$ cat src/rtl/dti_arbiter.sv
// Round-robin N:1 valid/ready arbiter with one registered output stage; dout_data = {source index, payload}.
// Optional packet locking (payload MSB = end-of-transfer) is built when DTI_ARBITER_LOCK_EN is defined.
module dti_arbiter #(
  parameter int NUM = 2,
  parameter int DIN = 16,
  localparam int CTRL_W = $clog2(NUM)
) (
  input  logic                  clk,
  input  logic                  rst,
  input  logic [NUM-1:0]        din_valid,
  output logic [NUM-1:0]        din_ready,
  input  logic [NUM*DIN-1:0]    din_data,
  output logic                  dout_valid,
  input  logic                  dout_ready,
  output logic [DIN+CTRL_W-1:0] dout_data
);

  logic                  out_valid_q;
  logic [DIN+CTRL_W-1:0] out_data_q;
  logic [CTRL_W-1:0]     last_grant_q;
  logic                  accept;
  logic                  handshake;
  logic [NUM-1:0]        eligible;
  logic                  grant_found;
  logic [CTRL_W-1:0]     grant_idx;
  logic [CTRL_W-1:0]     cand;
  logic [DIN-1:0]        din_word [NUM];
  logic [DIN-1:0]        sel_word;

`ifdef DTI_ARBITER_LOCK_EN
  logic lock_q;
`endif

  assign accept    = !out_valid_q | dout_ready;
  assign handshake = !rst & accept & grant_found;
  assign sel_word  = din_word[grant_idx];

  genvar gi;
  generate
    for (gi = 0; gi < NUM; gi++) begin : g_lane
      assign din_word[gi] = din_data[gi*DIN +: DIN];
`ifdef DTI_ARBITER_LOCK_EN
      // The lock owner is always the last winner, so no separate owner register is needed.
      assign eligible[gi] = din_valid[gi] & (!lock_q | (last_grant_q == CTRL_W'(gi)));
`else
      assign eligible[gi] = din_valid[gi];
`endif
      assign din_ready[gi] = handshake & (grant_idx == CTRL_W'(gi));
    end
  endgenerate

  always_comb begin
    grant_found = 1'b0;
    grant_idx   = '0;
    cand        = '0;
    // k = NUM lands back on the last winner, so a lone requester is served every accept cycle.
    for (int k = 1; k <= NUM; k++) begin
      cand = CTRL_W'((int'(last_grant_q) + k) % NUM);
      if (!grant_found && eligible[cand]) begin
        grant_found = 1'b1;
        grant_idx   = cand;
      end
    end
  end

  always_ff @(posedge clk) begin
    if (rst) begin
      out_valid_q  <= 1'b0;
      last_grant_q <= CTRL_W'(NUM - 1);
    end else if (accept) begin
      out_valid_q <= grant_found;
      if (grant_found) begin
        last_grant_q <= grant_idx;
      end
    end
  end

  always_ff @(posedge clk) begin
    if (handshake) begin
      out_data_q <= {grant_idx, sel_word};
    end
  end

`ifdef DTI_ARBITER_LOCK_EN
  always_ff @(posedge clk) begin
    if (rst) begin
      lock_q <= 1'b0;
    end else if (handshake) begin
      lock_q <= !sel_word[DIN-1];
    end
  end
`endif

  assign dout_valid = out_valid_q;
  assign dout_data  = out_data_q;

endmodule
$ cat config.mk
export PLATFORM = sky130hd
export DESIGN_NAME = dti_arbiter
export DESIGN_NICKNAME = d
export VERILOG_FILES = /design/src/rtl/dti_arbiter.sv
export SDC_FILE = /design/constraint.sdc
export NUM_CORES = 1
export LEC_CHECK = 0
export ABC_AREA = 1
export CORE_AREA = 2 2 56 58
export CTS_CLUSTER_SIZE = 10
export DETAILED_ROUTE_END_ITERATION = 10
export DIE_AREA = 0 0 58 60
export GPL_TIMING_DRIVEN = 0
export HOLD_SLACK_MARGIN = 0.05
export PLACE_DENSITY = 0.8
export SLEW_MARGIN = 20
export SYNTH_ARGS = -nofsm -noshare
export SYNTH_HDL_FRONTEND = slang
export SYNTH_SLANG_ARGS = --single-unit
export TNS_END_PERCENT = 5
$ cat constraint.sdc
create_clock -name clk -period 1.75 [get_ports clk]
set_input_delay 0.35 -clock clk [delete_from_list [all_inputs] [get_ports clk]]
set_output_delay 0.35 -clock clk [all_outputs]
set_load 0.03 [all_outputs]
# Word-level counts from Yosys, hierarchy flattened
# Index checks and enable logic that the tools add are counted.
# totals
wordCells	31
regBits	19
output_inout_bits	20
input_bits	37
# classes
bitwise_logic	7
n_mux	11
reduce_logical	5
addsub	2
order_cmp	3
# ops
operator	n
$mux 16	3
$mux 1	8
$and 1x1->1	4
$lt 1x2->1 const B	2
$logic_not 1->1	3
$add 1x1->1 const B	2
$ge 2x2->1 const B	1
$not 1->2	1
$reduce_and 2->1	1
$logic_and 1x1->1	1
$not 1->1	1
$or 1x1->1	1

# Longest topological paths before layout
# depth
word_depth	11
mapped_depth	6
ltp_nobuf	5

# Worst setup path before layout
# No wires, ideal clock.
# synth_timing
path_type	flip-flop to flip-flop
startpoint	register out_valid_q, in the netlist dout_valid
endpoint	register out_data_q[0], in the netlist dout_data[0], enable pin
required_time_ps	1359
path_buffers	0
period_less_slack_ps	1754
setup_ps	391
path_stages_with_launch	4
arrival_ps	1363
setup_slack_ps	-4
path_cell_list	dfxtp_1 nand2_1 nand2_1 nor2_1
# synth_between
elab_chain_len	4
# synth_rtl
item	line	rtl
start, declared	18	logic out_valid_q;
start signal, assigned	71	out_valid_q <= grant_found;
$logic_not 1->1	34	assign accept = !out_valid_q | dout_ready;
$or 1x1->1	34	
$and 1x1->1 (2 in a row)	35	assign handshake = !rst & accept & grant_found;
net handshake	22	logic handshake;
end signal, assigned	80	out_data_q <= {grant_idx, sel_word};
end, declared	19	logic [DIN+CTRL_W-1:0] out_data_q;
# The timed path passes the listed nets, and every way through them passes these cells.
# A chain may end at the register's enable or synchronous reset.

# Worst setup path in the final report
# layout_timing
startpoint	input din_valid[0]
endpoint	output din_ready[0]
# layout_between
elab_chain_len	8
word_cells_on_any_way	13
cone_classes	mux (8); bitwise (3); reduce/logical (2)
# layout_rtl
item	line	rtl
start, declared	10	input logic [NUM-1:0] din_valid,
$mux 1 (implied by the code) (2 in a row)	59	if (!grant_found && eligible[cand]) begin
$mux 1	59	
$logic_not 1->1	59	
$logic_and 1x1->1	59	
$mux 1	59	
$and 1x1->1 or $not 1->1 (tied branches)	35, 48	
$and 1x1->1 *	48	assign din_ready[gi] = handshake & (grant_idx == CTRL_W'(gi));
end, declared	11	output logic [NUM-1:0] din_ready,
# Every way passes the cells marked *; elsewhere a longest branch is shown, timed or not. The select of a mux whose other input is x is not followed.

==> results.md <==
- Run status: finished, violations left
- Failing checks: setup timing
- CP Data Arrival Time: between 1000 and 1500 ps
- Sequential share of the synthesized area: 65.3%
- Layout cells sized above 1: under 10%
- Final Util: 51.4%
- CTS clock-pin slew for the worst setup and hold paths: about 110 ps
- Worst-Skew Late Latency: a little under 300 ps
- CTS Buf Count: 3
- Starting DRT DRC Count: 20
- Global route overflow: 0
- Crit Path Class: in -> out
- Full die area: ~0.0035 mm2
- Die extent in x: roughly 58 um
- Hold WC Path Type: reg -> reg
- Yosys top cell area share: roughly three fifths
- Avg Synthesized Cell Area: between 9 and 10 um2
- Initial Utilization: around 29%
- Core area: between 0.002 and 0.003 mm2
- R2r setup slk: ~390 ps
- Layout Nets: between 150 and 200
- RSZ-0062 raised after global routing: true
- Max transition margin: around two thirds
- Initial antenna violation count: 0
- #FFs+latches synth: 19
- WL final: 2.24 mm
- Cell taking the most area after synthesis: edfxtp_1
- Vias/cell: approximately 4.3
- Fin. max-slew vios: 0
- Cells after synthesis: 90
- Crit path max fanout: 10
- Maxcap violations: 0
- CP Launch Type: input pin
- Synth area leaders: edfxtp_1 (61%), nand2_1 (24%), dfxtp_1 (4.7%)
- Largest net degree at the start of global routing: 18
- Final Skew: ~8.0 ps
- Final worst path period need: between 1500 and 2000 ps
- Die Y: roughly 60 um
- Slew @ Worst Pin: ~500 ps
- Maximum root-to-sink buffer count: 2
- Antenna viol nets, final: 0
- Peak supply drop: 0.000457 V
- Placement Cell Area: between 0.001 and 0.0015 mm2
- Final Cycle Share: 104%
- Final WS setup: -73.7 ps
- Yosys warns: 0
- Setup Viol. Count Final: 2
- Synth Cell Area: around 840 um2
- Yosys cell types: 12
- Layout area overhead: 77.0%
- I/O pin cnt: 57
- Root Buffer: clkbuf_4
- Diode count: 0
- Wirelength per Cell: 12.1 um
- Post-DP HPWL: roughly 1.8 mm
- Power Density: just over 700 mW/mm2
- Remaining DRCs: 0
- Pleak: 0.645 nW
- Drt pass-1 iters: 4
- FMAX: 548 MHz
- DR vias: ~800
- Critical Path RT: roughly 1400 ps
- Finished layout cell area: between 0.001 and 0.0015 mm2
- Post-Syn Nets: ~130
- First-pass GRT wire length: 3.33 mm
- Clk sinks: 19
- CTS tree: yes
- Crit path capture type: output port
- Vias in the first global route: 791
- PortBufs: 56
- FP Rows: 20
- Pre-CTS setup slack: -662 ps
- All-layer global routing usage: between 10% and 20%
- GPL Wtd Cong: 0.659
- Hold Fails Final Rpt: 0
- Htree depth: 1
==> layout make-up <==
class | count | area, um2
Buffer | 2 | 18.8
Clock buffer | 4 | 26.3
Fill cell | 289 | 1410
Inverter | 6 | 25.0
Multi-Input combinational cell | 63 | 262
Sequential cell | 19 | 551
Tap cell | 33 | 41.3
Timing Repair Buffer | 58 | 569
==> what timing repair did <==
item,in CTS,in global routing
buffers inserted,2,0
setup endpoints to repair,19,19
hold buffers,0,0
resized for setup,15,2
pin swaps,1,0
==> state kept, by name (all words and copies together), names as in the netlist <==
signal	flops
dout_valid	1
dout_data	17
last_grant_q	1
==> metal layers <==
layer / vias to the layer above / wire length, um / global-route usage, %
met1: 360 / 811 / 12.3
li1: 409 / - / -
met4: 0 / 0 / 2.99
met2: 26 / 1260 / 26.6
met3: 0 / 167 / 3.03
met5: - / 0 / 0
==> cell usage after synthesis <==
master,count
buf_4,1
nand2_1,54
nor2_1,4
dfxtp_1,2
nand2_4,1
inv_1,5
nor3_1,2
inv_4,1
nand3_1,1
a21oi_1,1
edfxtp_1,17
buf_6,1
==> worst paths after layout <==
kind | startpoint | to | cells after the start
min | last_grant_q$_SDFFE_PP1P_ | last_grant_q$_SDFFE_PP1P_ | 2
min reg2reg | last_grant_q$_SDFFE_PP1P_ | last_grant_q$_SDFFE_PP1P_ | 2
max | din_valid[0] | din_ready[0] | 6
max reg2reg | dout_valid$_SDFFE_PP0P_ | dout_data[16]$_DFFE_PP_ | 3
==> stage by stage <==
| stage | total power, mW | hold WS (ps) | instances | setup TNS [ps] |
|---|---|---|---|---|
| global route | 1.12 | 515 | 185 | -289 |
| finish | 1.07 | 506 | 185 | -147 |
| floorplan | 0.694 | 419 | 90 | 0 |
| CTS | 1.08 | 511 | 185 | -1370 |
| detailed placement | 0.856 | 483 | 179 | -8930 |
| global placement | 0.847 | 458 | 179 | -7930 |
==> worst max-delay path, cell delays in order <==
cell	delay [ps]
clkdlybuf4s50_1	500
nand2_1	100
nand2_4	110
inv_4	70
nor3_2	160
buf_4	180
==> where the power goes <==
group          switching [mW]  internal, mW  total (mW)
clock network           0.135        0.0885       0.224
logic                   0.153         0.152       0.304
registers             0.00893         0.536       0.544
==> cell usage in the layout (no fill, tap or decap), types with 2 or more instances in the layout <==
cell,n
clkbuf_4,3
dfxtp_1,2
nor2_1,3
clkdlybuf4s50_1,53
edfxtp_1,17
inv_1,5
nand2_1,54
buf_4,5
==> cells by family after synthesis <==
| group | Yosys count | share of synthesized area [%] |
|---|---|---|
| buffers and inverters | 8 | 5.19 |
| AOI/OAI and AO/OA | 1 | 0.593 |
| DFF | 19 | 65.3 |
| and+or+nand+nor | 62 | 28.9 |
(Power assumes the default switching activity.)
